**src/rtl/byte_serial_add_seq_pkg.sv**
```systemverilog
// byte_serial_add_seq_pkg: shared FSM encoding and slice width for the byte-serial adder
package byte_serial_add_seq_pkg;
    localparam int BYTE_W = 8;
    typedef logic [1:0] state_t;
    localparam state_t S_IDLE = 2'd0;
    localparam state_t S_RUN  = 2'd1;
    localparam state_t S_DONE = 2'd2;
endpackage

```
**src/rtl/byte_serial_add_seq_rca.sv**
```systemverilog
// byte_serial_add_seq_rca: 8-bit ripple-carry adder slice (rippleCarry8Bit)
//   a, b : byte operands      cin  : carry in
//   s    : byte sum           cout : carry out of bit 7
module rippleCarry8Bit
    import byte_serial_add_seq_pkg::*;
(
    input  logic [BYTE_W-1:0] a,
    input  logic [BYTE_W-1:0] b,
    input  logic              cin,
    output logic [BYTE_W-1:0] s,
    output logic              cout
);
    logic [BYTE_W:0] c;
    assign c[0] = cin;
    for (genvar i = 0; i < BYTE_W; i++) begin : g_fa
        assign s[i]   = a[i] ^ b[i] ^ c[i];
        assign c[i+1] = (a[i] & b[i]) | (c[i] & (a[i] ^ b[i]));
    end
    assign cout = c[BYTE_W];
endmodule

```
**src/rtl/byte_serial_add_seq.sv**
```systemverilog
// byte_serial_add_seq: W-bit add done one byte per cycle on a single shared 8-bit slice
//   clk, rst (async, active-high)
//   in_valid/in_ready   : operand handshake for a, b, c_in
//   out_valid/out_ready : result handshake for sum, c_out, ovf
module byte_serial_add_seq
    import byte_serial_add_seq_pkg::*;
#(
    parameter int NBYTES = 4
) (
    input  logic                     clk,
    input  logic                     rst,
    input  logic                     in_valid,
    output logic                     in_ready,
    input  logic [BYTE_W*NBYTES-1:0] a,
    input  logic [BYTE_W*NBYTES-1:0] b,
    input  logic                     c_in,
    output logic                     out_valid,
    input  logic                     out_ready,
    output logic [BYTE_W*NBYTES-1:0] sum,
    output logic                     c_out,
    output logic                     ovf
);
    localparam int W     = BYTE_W * NBYTES;
    localparam int IDX_W = (NBYTES > 1) ? $clog2(NBYTES) : 1;
    localparam int LAST  = NBYTES - 1;

    state_t             state_q, state_d;
    logic [IDX_W-1:0]   idx_q, idx_d;
    logic               carry_q, carry_d;
    logic [W-1:0]       a_q, a_d, b_q, b_d, sum_q, sum_d;
    logic               c_out_q, c_out_d, ovf_q, ovf_d;
    logic [BYTE_W-1:0]  slice_a, slice_b, slice_sum;
    logic               slice_co, last;

    assign slice_a = a_q[BYTE_W*idx_q +: BYTE_W];
    assign slice_b = b_q[BYTE_W*idx_q +: BYTE_W];
    assign last    = idx_q == IDX_W'(LAST);

    rippleCarry8Bit u_slice (
        .a    (slice_a),
        .b    (slice_b),
        .cin  (carry_q),
        .s    (slice_sum),
        .cout (slice_co)
    );

    always_ff @(posedge clk or posedge rst) begin
        if (rst) begin
            state_q <= S_IDLE;
            idx_q   <= '0;
            carry_q <= 1'b0;
            a_q     <= '0;
            b_q     <= '0;
            sum_q   <= '0;
            c_out_q <= 1'b0;
            ovf_q   <= 1'b0;
        end else begin
            state_q <= state_d;
            idx_q   <= idx_d;
            carry_q <= carry_d;
            a_q     <= a_d;
            b_q     <= b_d;
            sum_q   <= sum_d;
            c_out_q <= c_out_d;
            ovf_q   <= ovf_d;
        end
    end

    always_comb begin
        state_d = state_q;
        case (state_q)
            S_IDLE:  state_d = in_valid ? S_RUN : S_IDLE;
            S_RUN:   state_d = last ? S_DONE : S_RUN;
            S_DONE:  state_d = out_ready ? S_IDLE : S_DONE;
            default: state_d = S_IDLE;
        endcase
    end

    always_comb begin
        in_ready  = state_q == S_IDLE;
        out_valid = state_q == S_DONE;
    end

    always_comb begin
        a_d     = a_q;
        b_d     = b_q;
        carry_d = carry_q;
        idx_d   = idx_q;
        sum_d   = sum_q;
        c_out_d = c_out_q;
        ovf_d   = ovf_q;
        if (in_ready && in_valid) begin
            a_d     = a;
            b_d     = b;
            carry_d = c_in;
            idx_d   = '0;
            sum_d   = '0;
        end else if (state_q == S_RUN) begin
            sum_d[BYTE_W*idx_q +: BYTE_W] = slice_sum;
            carry_d = slice_co;
            if (last) begin
                c_out_d = slice_co;
                // a^b^s at the MSB recovers the carry into bit W-1
                ovf_d   = a_q[W-1] ^ b_q[W-1] ^ slice_sum[BYTE_W-1] ^ slice_co;
            end else begin
                idx_d = idx_q + 1'b1;
            end
        end
    end

    assign sum   = sum_q;
    assign c_out = c_out_q;
    assign ovf   = ovf_q;
endmodule

```
**config.mk**
```make
export PLATFORM = sky130hd
export DESIGN_NAME = byte_serial_add_seq
export DESIGN_NICKNAME = d
export VERILOG_FILES = /design/src/rtl/byte_serial_add_seq_pkg.sv /design/src/rtl/byte_serial_add_seq_rca.sv /design/src/rtl/byte_serial_add_seq.sv
export SDC_FILE = /design/constraint.sdc
export NUM_CORES = 1
export LEC_CHECK = 0
export ABC_AREA = 0
export CORE_MARGIN = 1
export CORE_UTILIZATION = 54
export DETAILED_ROUTE_END_ITERATION = 7
export PLACE_DENSITY = 0.85
export SLEW_MARGIN = 5
export SYNTH_ARGS = -nofsm -noshare
export SYNTH_HDL_FRONTEND = slang
export SYNTH_HIERARCHICAL = 1
export SYNTH_SLANG_ARGS = --single-unit
```
**constraint.sdc**
```tcl
create_clock -name clk -period 15.2 [get_ports clk]
set_input_delay 1.52 -clock clk [delete_from_list [all_inputs] [get_ports clk]]
set_output_delay 1.52 -clock clk [all_outputs]
set_load 0.1 [all_outputs]
```
==> results of run 1 <==
-- cells in the mapped netlist, drive strengths merged (2+ instances only) --
| cell | number | area share (%) |
|---|---|---|
| xnor2 | 3 | 0.56 |
| fa | 8 | 3.4 |
| buf | 18 | 2.4 |
| o21ai | 3 | 0.32 |
| a22o | 25 | 4.7 |
| mux4 | 16 | 7.7 |
| nand3b | 2 | 0.32 |
| nor2b | 3 | 0.40 |
| nand4 | 8 | 1.1 |
| ha | 5 | 1.3 |
| dfrtp | 103 | 55 |
| inv | 15 | 1.2 |
| a21oi | 10 | 1.1 |
| a21o | 3 | 0.48 |
| mux2 | 65 | 16 |
| nand2b | 4 | 0.53 |
| nor3b | 2 | 0.67 |
| nor2 | 3 | 0.24 |
| nand2 | 15 | 1.4 |
-- critical path: stages (launching register included) --
cell and delay (ps):
dfrtp_1 900, mux4_2 440, fa_1 430, inv_1 80, fa_1 150, inv_1 50, fa_1 370, fa_1 400
fa_1 400, fa_1 420, fa_1 380, inv_1 80, fa_1 410, inv_1 160, nand2b_1 60, or4_1 390
a21oi_1 180
-- metrics by stage --
| stage | cells | util (%) |
|---|---|---|
| after detailed placement | 514 | 69.4 |
| after CTS | 528 | 71.9 |
| after global placement | 514 | 69.4 |
| after global routing | 528 | 71.9 |
| final | 528 | 71.9 |
| after floorplan | 321 | - |
-- logic make-up (layout without fill, tap and decap cells) --
kind of cell,after synthesis,count (layout),synth area share [%]
DFF,103,103,54.8
AOI/OAI and AO/OA,45,45,7.18
and+or+nand+nor,42,42,5.69
muxes,81,81,23.3
adders and majority gates,13,13,4.74
xor gates and xnor gates,3,3,0.559
buffers and inverters,34,136,3.72
-- worst paths after layout --
path | to | from | cells past startpoint | slack [ps]
max reg2reg | sum[31] | idx_q[1] | 16 | 9810
min | a_q[23] | a_q[23] | 1 | 510
max in group asynchronous | b_q[31] | rst | 3 | 12480
max | sum[31] | idx_q[1] | 16 | 9810
min reg2reg | a_q[23] | a_q[23] | 1 | 510
min in group asynchronous | sum[26] | rst | 2 | 1490
-- metal layers --
| layer | vias to the layer above | routed length (µm) | track usage (%) |
|---|---|---|---|
| li1 | 1366 | - | - |
| met1 | 1524 | 4340 | 33.7 |
| met2 | 105 | 4730 | 38.5 |
| met3 | 20 | 405 | 3.27 |
| met4 | 0 | 222 | 8.84 |
| met5 | - | 0 | 0 |
-- final cells by class --
type	instances	area share [%]
well taps	105	2.19
repair buffers	107	17.7
multi-input cells	184	32.6
clock inverters	5	1.42
inverters	15	0.981
flip-flops and latches	103	43.0
clock buffers	9	2.07
-- state kept, by name, indices dropped and copies added (netlist names) --
name / count
a_q: 32
b_q: 32
state_q: 2
ovf: 1
c_out: 1
idx_q: 2
carry_q: 1
sum: 32
==> results.yml, run 1 <==
status:
  status: "finished clean"
finish:
  nFillCells: 562
  final_common_cell: "clkdlybuf4s50_1"
  antennaDiodeCount: 0
  area_growth_syn_to_layout_pct: 27.5
  drive_above_1_share_pct: 24.1
  finalNetCount: 502
  sequential_cell_area_um2: 2580
  multiInputGateArea_um2: 1960
  final_cell_mix: "clkdlybuf4s50_1, dfrtp_1, mux2_2"
  fin_area_um2: 6000
placement:
  gp_congestion: 0.815
  io_buffer_count: 104
  postPlaceCellArea_um2: 5790
  place_ws_ps: 9830
  dpl.hpwl_um: 7080
drt:
  wire_per_inst_um: 18.4
  via_per_inst: 5.71
  drc: 0
  dr_total_vias: 3015
  ant_nets: 0
  first_iter_violations: 142
  wirelength_um: 9700
  drtPass1Iterations: 4
timing:
  worst_slack_ps: 9810
  rsz0062_at_grt: "no"
  worst_pin_slew_ps: 978
  fmax_mhz: 185
  fin_crit_ps: 5390
  drv_slew: 0
  final_hold_viol_count: 0
  hold_ws_ps: 508
  max_slew_margin_pct: 34.6
  clock_skew_ps: 6.34
  timing.setup.tns_ps: 0
  setup_viol: 0
  period_share_pct: 35.5
logic_synthesis:
  yosys_warnings: 6
  synthCells: 321
  avgSynthCellArea_um2: 14.7
  ys_seq_elements: 103
  ys.flop_type: "dfrtp_1"
  synth_nets: 403
  yosysSeqAreaShare_pct: 54.8
  async_flop_share_pct: 100
  synth_edf_count: 0
  netlist_area_um2: 4700
  synth.distinct_cells: 35
global_route:
  grt_pass1_vias: 3129
  grt_max_degree: 75
  antenna_found_initial: 0
  grt.total_usage_pct: 24.0
  grt_pass1_wl_um: 16100
  grt_overflow: 0
cts:
  postCtsSetupRepairBufs: 0
  clock-sinks: 103
  cts_max_level: 3
  cts_root_buffer: "clkbuf_8"
  clockBufferDepth: 2
  cts_buffers: 9
  cts_tree: "done"
  path_clk_slew_ps: 90
  cts_resized: 0
  cts_hold_buf: 0
  clkLatencyLatePin_ps: 360
floorplanning:
  core-area_um2: 8340
  ios: 105
  row_count: 33
  initial_core_util_pct: 56.4
  die_w_um: 95.3
  dieArea_um2: 9090
  die-height_um: 95.3
run:
  max-cap-violations: 0
min_path:
  hp-class: "reg2reg"
critical_path:
  cp-start-kind: "flop"
  cp_max_fo: 21
  critical_path_class: "reg2reg"
  crit_path_end_kind: "flop"
  required_ps: 15470
  cp.arrival_ps: 5670
Power of run 1 is left out: the tool's default activity adds up to more than one toggle a clock period on the data nets, which glitch-free logic cannot reach.
==> run 2, diff against run 1 <==
--- a/config.mk
+++ b/config.mk
@@ -7,9 +7,9 @@
 export LEC_CHECK = 0
 export ABC_AREA = 0
 export CORE_MARGIN = 1
-export CORE_UTILIZATION = 54
+export CORE_UTILIZATION = 46
 export DETAILED_ROUTE_END_ITERATION = 7
-export PLACE_DENSITY = 0.85
+export PLACE_DENSITY = 0.77
 export SLEW_MARGIN = 5
 export SYNTH_ARGS = -nofsm -noshare
 export SYNTH_HDL_FRONTEND = slang
==> constraint.sdc (replaced) <==
create_clock -name clk -period 4.84 [get_ports clk]
set_input_delay 0.484 -clock clk [delete_from_list [all_inputs] [get_ports clk]]
set_output_delay 0.484 -clock clk [all_outputs]
set_load 0.1 [all_outputs]
==> run 2 against run 1 <==
  * Critical path depth unchanged
  * Via count decreased by 0.36%
  * Cell count is 6.6% higher
  * Sequential cell count unchanged
  * Worst hold slack gained 3.7 ps
  * First-iteration DRC count shrank 2.1%
==> results.yml, run 2 (synthesis gave the netlist of run 1 again) <==
status:
  status: "finished clean"
timing:
  drv_slew: 0
  max_slew_margin_pct: 34.7
  fmax_mhz: 215
  period_share_pct: 95.9
  setup_viol: 0
  fin_crit_ps: 4640
  rsz0062_at_grt: "no"
  timing.setup.tns_ps: 0
  clock_skew_ps: 16.0
  worst_slack_ps: 198
  worst_pin_slew_ps: 976
  final_hold_viol_count: 0
critical_path:
  cp_slowest_cell: "mux4_2"
  cp-start-kind: "flop"
  crit_path_end_kind: "flop"
  cp_max_fo: 5
  required_ps: 5130
  crit_cells: 16
  crit_chain: "mux4_2, fa_1, inv_1, fa_1, inv_1, fa_2, fa_2, fa_2, fa_2, fa_1, inv_1, fa_1, inv_2, nand2b_1, or4_1, a21oi_1"
  timing.rr.start: "idx_q[0]"
  critPathLaunch: "idx_q[0]"
  r2r_cells: 16
  critical_path_class: "reg2reg"
  slowest_delay_ps: 540
  cp.arrival_ps: 4930
  cpLargestDelayFamily: "adder cells"
  cp.buffers_inverters: 4
floorplanning:
  initial_core_util_pct: 47.9
  die_w_um: 103
  die-height_um: 103
  ios: 105
  row_count: 36
  dieArea_um2: 10600
  core-area_um2: 9820
finish:
  layoutNonFillerInstCount: 563
  finalNetCount: 507
  final_common_cell: "clkdlybuf4s50_1"
  drive_above_1_share_pct: 26.7
  final_cell_mix: "clkdlybuf4s50_1, dfrtp_1, mux2_2"
  area_growth_syn_to_layout_pct: 28.9
  antennaDiodeCount: 0
  nFillCells: 799
cts:
  cts_buffers: 9
  cts_resized: 0
  clockBufferDepth: 2
  path_clk_slew_ps: 100
  postCtsSetupRepairBufs: 0
  cts_tree: "done"
  clkLatencyLatePin_ps: 370
  cts_root_buffer: "clkbuf_8"
  cts_hold_buf: 0
  clock-sinks: 103
  cts_max_level: 3
global_route:
  grt_max_degree: 75
  grt_overflow: 0
  grt.total_usage_pct: 21.1
  grt_pass1_vias: 3236
  grt_pass1_wl_um: 16500
  antenna_found_initial: 0
placement:
  gp_congestion: 0.771
  io_buffer_count: 104
  placedCellCount: 547
  place_ws_ps: 75.3
  dpl.hpwl_um: 7450
min_path:
  hp-start: "b_q[19]"
  hold_depth: 1
  hp-class: "reg2reg"
drt:
  wirelength_um: 10000
  dr_total_vias: 3004
  drtPass1Iterations: 4
  ant_nets: 0
  drc: 0
  first_iter_violations: 139
  via_per_inst: 5.34
  wire_per_inst_um: 17.8
run:
  max-cap-violations: 0
run 2: cell type report:
class | instances | area, µm² | share of cell area [%]
timing repair buffer | 112 | 1100 | 18.2
multi-input combinational | 184 | 1970 | 32.4
sequential | 103 | 2580 | 42.5
clock buffer | 10 | 138 | 2.27
clock inverter | 6 | 53.8 | 0.887
tap | 133 | 166 | 2.74
inverter | 15 | 58.8 | 0.970
run 2: metal layers:
| layer | vias up | part of all wire (%) | track usage (%) |
|---|---|---|---|
| met4 | 0 | 1.7 | 7.37 |
| met5 | - | 0 | 0 |
| li1 | 1375 | - | - |
| met3 | 13 | 5.4 | 4.47 |
| met1 | 1516 | 45 | 28.5 |
| met2 | 100 | 48 | 34.0 |
run 2: path summary, 6_finish.rpt:
| kind | slack, ps | end |
|---|---|---|
| setup / recovery | 200 | sum[31] |
| hold / removal | 510 | b_q[19] |
| max in group asynchronous | 3260 | sum[7] |
| setup reg to reg | 200 | sum[31] |
| hold reg to reg | 510 | b_q[19] |
| min in group asynchronous | 640 | a_q[0] |
run 2: worst register-to-register path, cell delays in order, from the launching register on:
cell and delay [ps]:
dfrtp_2 430, mux4_2 540, fa_1 430, inv_1 80
fa_1 150, inv_1 50, fa_2 340, fa_2 350
fa_2 350, fa_2 340, fa_1 370, inv_1 80
fa_1 420, inv_2 70, nand2b_1 40, or4_1 400
a21oi_1 140
run 2: through the flow:
step	area [µm²]	hold WS, ps	utilization [%]
floorplan	4720	472	-
global placement	5860	482	59.7
detailed placement	5860	493	59.7
CTS	6060	515	61.7
global route	6060	525	61.7
finish	6060	512	61.7
Power of run 2 is left out for the same reason.
==> run 3, diff against run 2 <==
--- a/config.mk
+++ b/config.mk
@@ -15,3 +15,4 @@
 export SYNTH_HDL_FRONTEND = slang
 export SYNTH_HIERARCHICAL = 1
 export SYNTH_SLANG_ARGS = --single-unit
+export TNS_END_PERCENT = 10
==> results of run 3 <==
Final layout, timing and power as in run 2 (identical DEF).
Power of run 3 is left out for the same reason.
